--- src/rtl/instr_cache.sv ---
// instr_cache: direct-mapped read-only instruction cache with same-cycle hits and beat-wise line refill
module instr_cache #(
    parameter int N_Bits         = 32,
    parameter int LINES          = 16,
    parameter int WORDS_PER_LINE = 4,
    parameter int CNT_W          = 16
) (
    input  logic              clk,
    input  logic              rst,
    input  logic [N_Bits-1:0] A,
    input  logic              fetch_en,
    input  logic              flush,
    output logic [N_Bits-1:0] RD,
    output logic              stall,
    output logic              mem_req,
    output logic [N_Bits-1:0] mem_addr,
    input  logic              mem_ack,
    input  logic [N_Bits-1:0] mem_rdata,
    output logic [CNT_W-1:0]  hit_count,
    output logic [CNT_W-1:0]  miss_count
);
    localparam int OFF_W = $clog2(WORDS_PER_LINE);
    localparam int IDX_W = $clog2(LINES);
    localparam int TAG_W = N_Bits - 2 - OFF_W - IDX_W;

    typedef enum logic {IDLE, REFILL} state_e;

    state_e                  state_q, state_d;
    logic [OFF_W-1:0]        beat_q, beat_d;
    logic [N_Bits-1:0]       base_q, base_d;
    logic [LINES-1:0]        valid_q, valid_d;
    logic [CNT_W-1:0]        hit_cnt_q, hit_cnt_d, miss_cnt_q, miss_cnt_d;
    logic [N_Bits-1:0]       data_q [LINES*WORDS_PER_LINE];
    logic [TAG_W-1:0]        tag_q [LINES];

    logic [IDX_W-1:0]        idx, r_idx;
    logic [OFF_W-1:0]        off;
    logic [TAG_W-1:0]        a_tag, r_tag;
    logic                    hit, miss, wr, unused_a;

    assign idx      = A[2+OFF_W +: IDX_W];
    assign off      = A[2 +: OFF_W];
    assign a_tag    = A[N_Bits-1 -: TAG_W];
    assign r_idx    = base_q[2+OFF_W +: IDX_W];
    assign r_tag    = base_q[N_Bits-1 -: TAG_W];
    assign unused_a = ^A[1:0];

    assign hit  = state_q == IDLE && fetch_en && !flush && valid_q[idx] && tag_q[idx] == a_tag;
    assign miss = state_q == IDLE && fetch_en && !flush && !hit;
    assign wr   = state_q == REFILL && mem_ack && !flush;

    assign RD         = hit ? data_q[{idx, off}] : '0;
    assign stall      = state_q == REFILL || (fetch_en && !hit);
    assign mem_req    = state_q == REFILL;
    assign mem_addr   = mem_req ? base_q | (N_Bits'(beat_q) << 2) : '0;
    assign hit_count  = hit_cnt_q;
    assign miss_count = miss_cnt_q;

    // Next state: start refill on a miss, advance beats on ack, abort on flush
    always_comb begin
        state_d    = state_q;
        beat_d     = beat_q;
        base_d     = base_q;
        valid_d    = flush ? '0 : valid_q;
        hit_cnt_d  = (hit && ~&hit_cnt_q) ? hit_cnt_q + 1'b1 : hit_cnt_q;
        miss_cnt_d = (miss && ~&miss_cnt_q) ? miss_cnt_q + 1'b1 : miss_cnt_q;
        if (miss) begin
            state_d = REFILL;
            beat_d  = '0;
            base_d  = {A[N_Bits-1:2+OFF_W], {(2+OFF_W){1'b0}}};
        end
        if (state_q == REFILL) begin
            if (flush) begin
                state_d = IDLE;
                beat_d  = '0;
            end else if (mem_ack) begin
                beat_d = beat_q + 1'b1;
                if (&beat_q) begin
                    state_d        = IDLE;
                    valid_d[r_idx] = 1'b1;
                end
            end
        end
    end

    // Control state, valid bits and counters; reset takes effect immediately
    always_ff @(posedge clk or posedge rst) begin
        if (rst) begin
            state_q    <= IDLE;
            beat_q     <= '0;
            base_q     <= '0;
            valid_q    <= '0;
            hit_cnt_q  <= '0;
            miss_cnt_q <= '0;
        end else begin
            state_q    <= state_d;
            beat_q     <= beat_d;
            base_q     <= base_d;
            valid_q    <= valid_d;
            hit_cnt_q  <= hit_cnt_d;
            miss_cnt_q <= miss_cnt_d;
        end
    end

    // Data and tag arrays hold no reset; validity is tracked by valid_q alone
    always_ff @(posedge clk) begin
        if (wr) data_q[{r_idx, beat_q}] <= mem_rdata;
        if (wr && &beat_q) tag_q[r_idx] <= r_tag;
    end
endmodule

--- config.mk ---
export PLATFORM = sky130hd
export DESIGN_NAME = instr_cache
export DESIGN_NICKNAME = d
export VERILOG_FILES = /design/src/rtl/instr_cache.sv
export SDC_FILE = /design/constraint.sdc
export NUM_CORES = 2
export LEC_CHECK = 0
export BUFFER_PORTS_ARGS = -buffer_cell sky130_fd_sc_hd__buf_4
export CAP_MARGIN = 20
export CORE_MARGIN = 4
export CORE_UTILIZATION = 30
export CTS_CLUSTER_DIAMETER = 200
export CTS_CLUSTER_SIZE = 30
export DETAILED_ROUTE_END_ITERATION = 16
export PLACE_DENSITY_LB_ADDON = 0.15
export SETUP_SLACK_MARGIN = 0.2
export SLEW_MARGIN = 20
export SYNTH_ARGS = -nofsm -noshare
export SYNTH_HDL_FRONTEND = slang
export SYNTH_SLANG_ARGS = --single-unit
--- constraint.sdc ---
create_clock -name clk -period 13.7 [get_ports clk]
set_input_delay 3.425 -clock clk [delete_from_list [all_inputs] [get_ports clk]]
set_output_delay 3.425 -clock clk [all_outputs]
set_load 0.02 [all_outputs]
==> metrics.md <==
| Metric | Value |
|---|---|
| Outcome | finished clean |
| Fillers | about 30000 |
| Final count of hold timing violations | 0 |
| CP max stage cell | a211oi_1 |
| Hold_sp | valid_q[12]$_DFF_PP0_ |
| FF+latch count, synth | between 2000 and 3000 |
| Num Clock Sinks | about 2500 |
| PostCTS Resize Cnt | 0 |
| Hold Crit Depth | 1 |
| WP buf/inv | 4 |
| Total Wirelength | around 270000 um |
| Hold/Removal Path Class | flip-flop to flip-flop |
| Layout cells sized above 1 | 0.295 |
| Initial antenna violation count | 27 |
| CTS Buf Count | between 90 and 100 |
| Reg2Reg Setup Slack | slightly above 9 ns |
| Vias in the first global route | approximately 45000 |
| Clock Pin Slew Worst Setup and Hold Paths | around 0.11 ns |
| Area of the multi-input gates | 21600 um2 |
| Vias per std cell | between 5 and 6 |
| DRT iter0 DRCs | 4325 |
| Max Slew Vio Count | 0 |
| First-pass GRT wire length | between 300000 and 400000 um |
| Share of total power in combinational logic | 0.066 |
| Pin count of the biggest net entering global routing | 77 |
| Post CTS Setup Buffer Count | 0 |
| Crit-path most repeated cell | buf_4 |
| Gr usage total | 0.159 |
| CP arrival | around 8.6 ns |
| Post-layout nets | about 4400 |
| Clock share of power | 0.275 |
| Relative slew slack | 0.194 |
| Lkg Pwr | roughly 32 nW |
| Sw frac | 0.225 |
| Setup CP Type | input port to output port |
| Antenna Nets Post-Route | 0 |
| CTS Hold Bufs | 0 |
| Starting Density | 0.302 |
| Synth Instances | 4113 |
| Die width | between 500 and 600 um |
| Core ar. | about 320000 um2 |
| Most frequent cells in the layout | 2432 x edfxtp_1, 733 x mux4_2, 286 x buf_4 |
| Post-Syn Area | 97000 um2 |
| Final Skew | 0.0644 ns |
| P_int | 0.0101 W |
| Final TNS setup | 0 ns |
| GP Congestion | just over 0.7 |
| VDD IR max | about 0.093 mV |
| Critical path endpoint category | output port |
| P_sw | 0.00295 W |
| Port bufs | about 160 |
| Fin crit share | 0.877 |
| Final instance area | roughly 110000 um2 |
| Ys Warns | 0 |
| Remaining Overflow, GRT | 0 |
| Sequential area share after synthesis | 0.773 |
| Reg2Reg Depth | 11 |
| Final min period | approximately 12 ns |
| Max-cap viol count | 0 |
| IO Pins | 167 |
| Sequential Area | ~75000 um2 |
| Netlist cell types | 65 |
| Root buffer cell | clkbuf_16 |
| Clk buf depth | 3 |
| Die Height | just under 600 um |
| Family with the most delay on the worst path | buffers and inverters |
| Most common library cell in the layout ignoring fill and taps | edfxtp_1 |
| Residual DRC count | 0 |
| Site Rows | ~210 |
| TritonRoute pass-1 iters | 5 |
| Post-synth top flop | edfxtp_1 |
| FF-to-FF Start | tag_q[13][6]$_DFFE_PP_ |
| DR vias | approximately 44000 |
| Mean Syn Cell Area | ~24 um2 |
| FMAX | ~83 MHz |
| Hpwl dp | between 100000 and 150000 um |
| Worst reg2reg path endpoint | hit_count[14]$_DFFE_PP0P_ |
| Power density over the cells | approximately 120 nW/um2 |
| CTS H-Tree Depth | 3 |
| Clk Latency, worst-skew pair | 0.81 ns |
| Hold WS | slightly below 0.5 ns |
| Worst hold endpoint | valid_q[12]$_DFF_PP0_ |
| Worst-Margin Slew | roughly 1.2 ns |
| Crit-path cells | buf_8, buf_4, mux4_2, mux2i_1, mux2_2, nor3b_1, a2111oi_0, and4_1, buf_4, nand2_2, a211oi_1, buf_4 |
| CTS tree | done |
| Slowest Stage Delay on Critical Path | 1.04 ns |
| WL per Instance | 31.2 um |
| Setup violators final | 0 |
| Placed inst area | 104000 um2 |
| Post-synth EDFFs | between 2000 and 2500 |
| Reg power frac | 0.659 |
| Layout area overhead | 10.4% |
| DIE AREA | 332000 um2 |
| Total power | 0.0131 W |
| Worst Path Required | around 10 ns |
| Ys async rst share | 0.0315 |
| Critical path peak fanout | between 70 and 80 |
| Critical Path Start Type | input port |
| RSZ-0062 raised after global routing | false |
-- worst register-to-register path, cell delays in order (launching register included) --
cell      delay [ns]
edfxtp_1        0.38
mux4_2          0.48
mux2i_1         0.21
xor2_1          0.21
nand3_1         0.10
o31ai_1         0.59
and4_1          0.31
buf_4           0.26
nand2_2         0.55
buf_4           0.49
nor4_1          0.32
mux2_2          0.37
-- worst max-delay path by stage --
stage          startpoint      to  slack [ns]  cells past startpoint
5_1_grt              A[6]  RD[26]        1.40                     12
3_5_place_dp         A[6]  RD[26]        1.65                     12
3_3_place_gp         A[6]  RD[26]        1.56                     12
4_1_cts              A[6]  RD[26]        1.58                     12
6_report             A[6]  RD[26]        1.69                     12
2_1_floorplan        A[6]  RD[23]        3.55                     13
-- power by group through the flow --
stage	sequential [W]	clock, W	combinational (W)
after CTS	0.00862	0.00374	0.000882
after detailed placement	0.00879	0	0.000880
after global routing	0.00863	0.00400	0.000921
after global placement	0.00878	0	0.000873
final	0.00861	0.00360	0.000860
after floorplan	0.00875	0	0.000477
-- final cells by class --
class,count,area share
Antenna cell,7,0.000164
Multi-Input combinational cell,1374,0.202
Tap cell,4305,0.0503
Inverter,9,0.000397
Clock inverter,9,0.00146
Sequential cell,2511,0.701
Clock buffer,115,0.0225
Timing Repair Buffer,303,0.0227
-- per-stage QoR --
| step | cells | setup WS (ns) | util |
|---|---|---|---|
| 2_1_floorplan | 4114 | 3.55 | - |
| 3_3_place_gp | 8501 | 1.56 | 0.325 |
| 3_5_place_dp | 8502 | 1.65 | 0.325 |
| 4_1_cts | 8626 | 1.58 | 0.333 |
| 5_1_grt | 8628 | 1.40 | 0.333 |
| 6_report | 8633 | 1.69 | 0.333 |
-- logic make-up (layout without fill, tap and decap cells) --
family / count (synthesis) / in the layout / synth area share
compound gates: 110 / 110 / 0.00866
buf+inv: 229 / 436 / 0.0106
xor+xnor: 53 / 53 / 0.00479
flops: 2511 / 2511 / 0.773
fa+ha+maj: 3 / 3 / 0.000387
other cells: 1 / 9 / 0.0000387
simple gates: 351 / 351 / 0.0188
mux: 855 / 855 / 0.183
-- state kept, by name, indices dropped and copies added (netlist names) --
| name | flops |
|---|---|
| base_q | 28 |
| mem_req | 1 |
| beat_q | 2 |
| hit_count | 16 |
| data_q | 2048 |
| tag_q | 384 |
| miss_count | 16 |
| valid_q | 16 |
-- Yosys cell counts, drive strengths merged (12+ instances only) --
library cell	instances	area, um2
a21o	17	128
nand2	58	220
edfxtp	2432	73000
a211oi	24	180
and3	27	169
and2	41	257
mux2	51	574
buf	87	494
xor2	32	280
mux2i	71	711
nor2	100	375
xnor2	21	184
nor2b	23	144
nand3	20	100
dfrtp	79	1980
nand4	14	87.6
nor3	17	85.1
clkbuf	133	499
o22ai	12	75.1
mux4	733	16500
-- layer usage --
metal,wire length [um],vias to the layer above,global-route usage
li1,-,17700,-
met1,121000,24700,0.226
met2,134000,915,0.269
met3,11400,173,0.0189
met4,3780,6,0.0250
met5,41,-,0
Note: power is estimated with default switching activity, not from simulation.
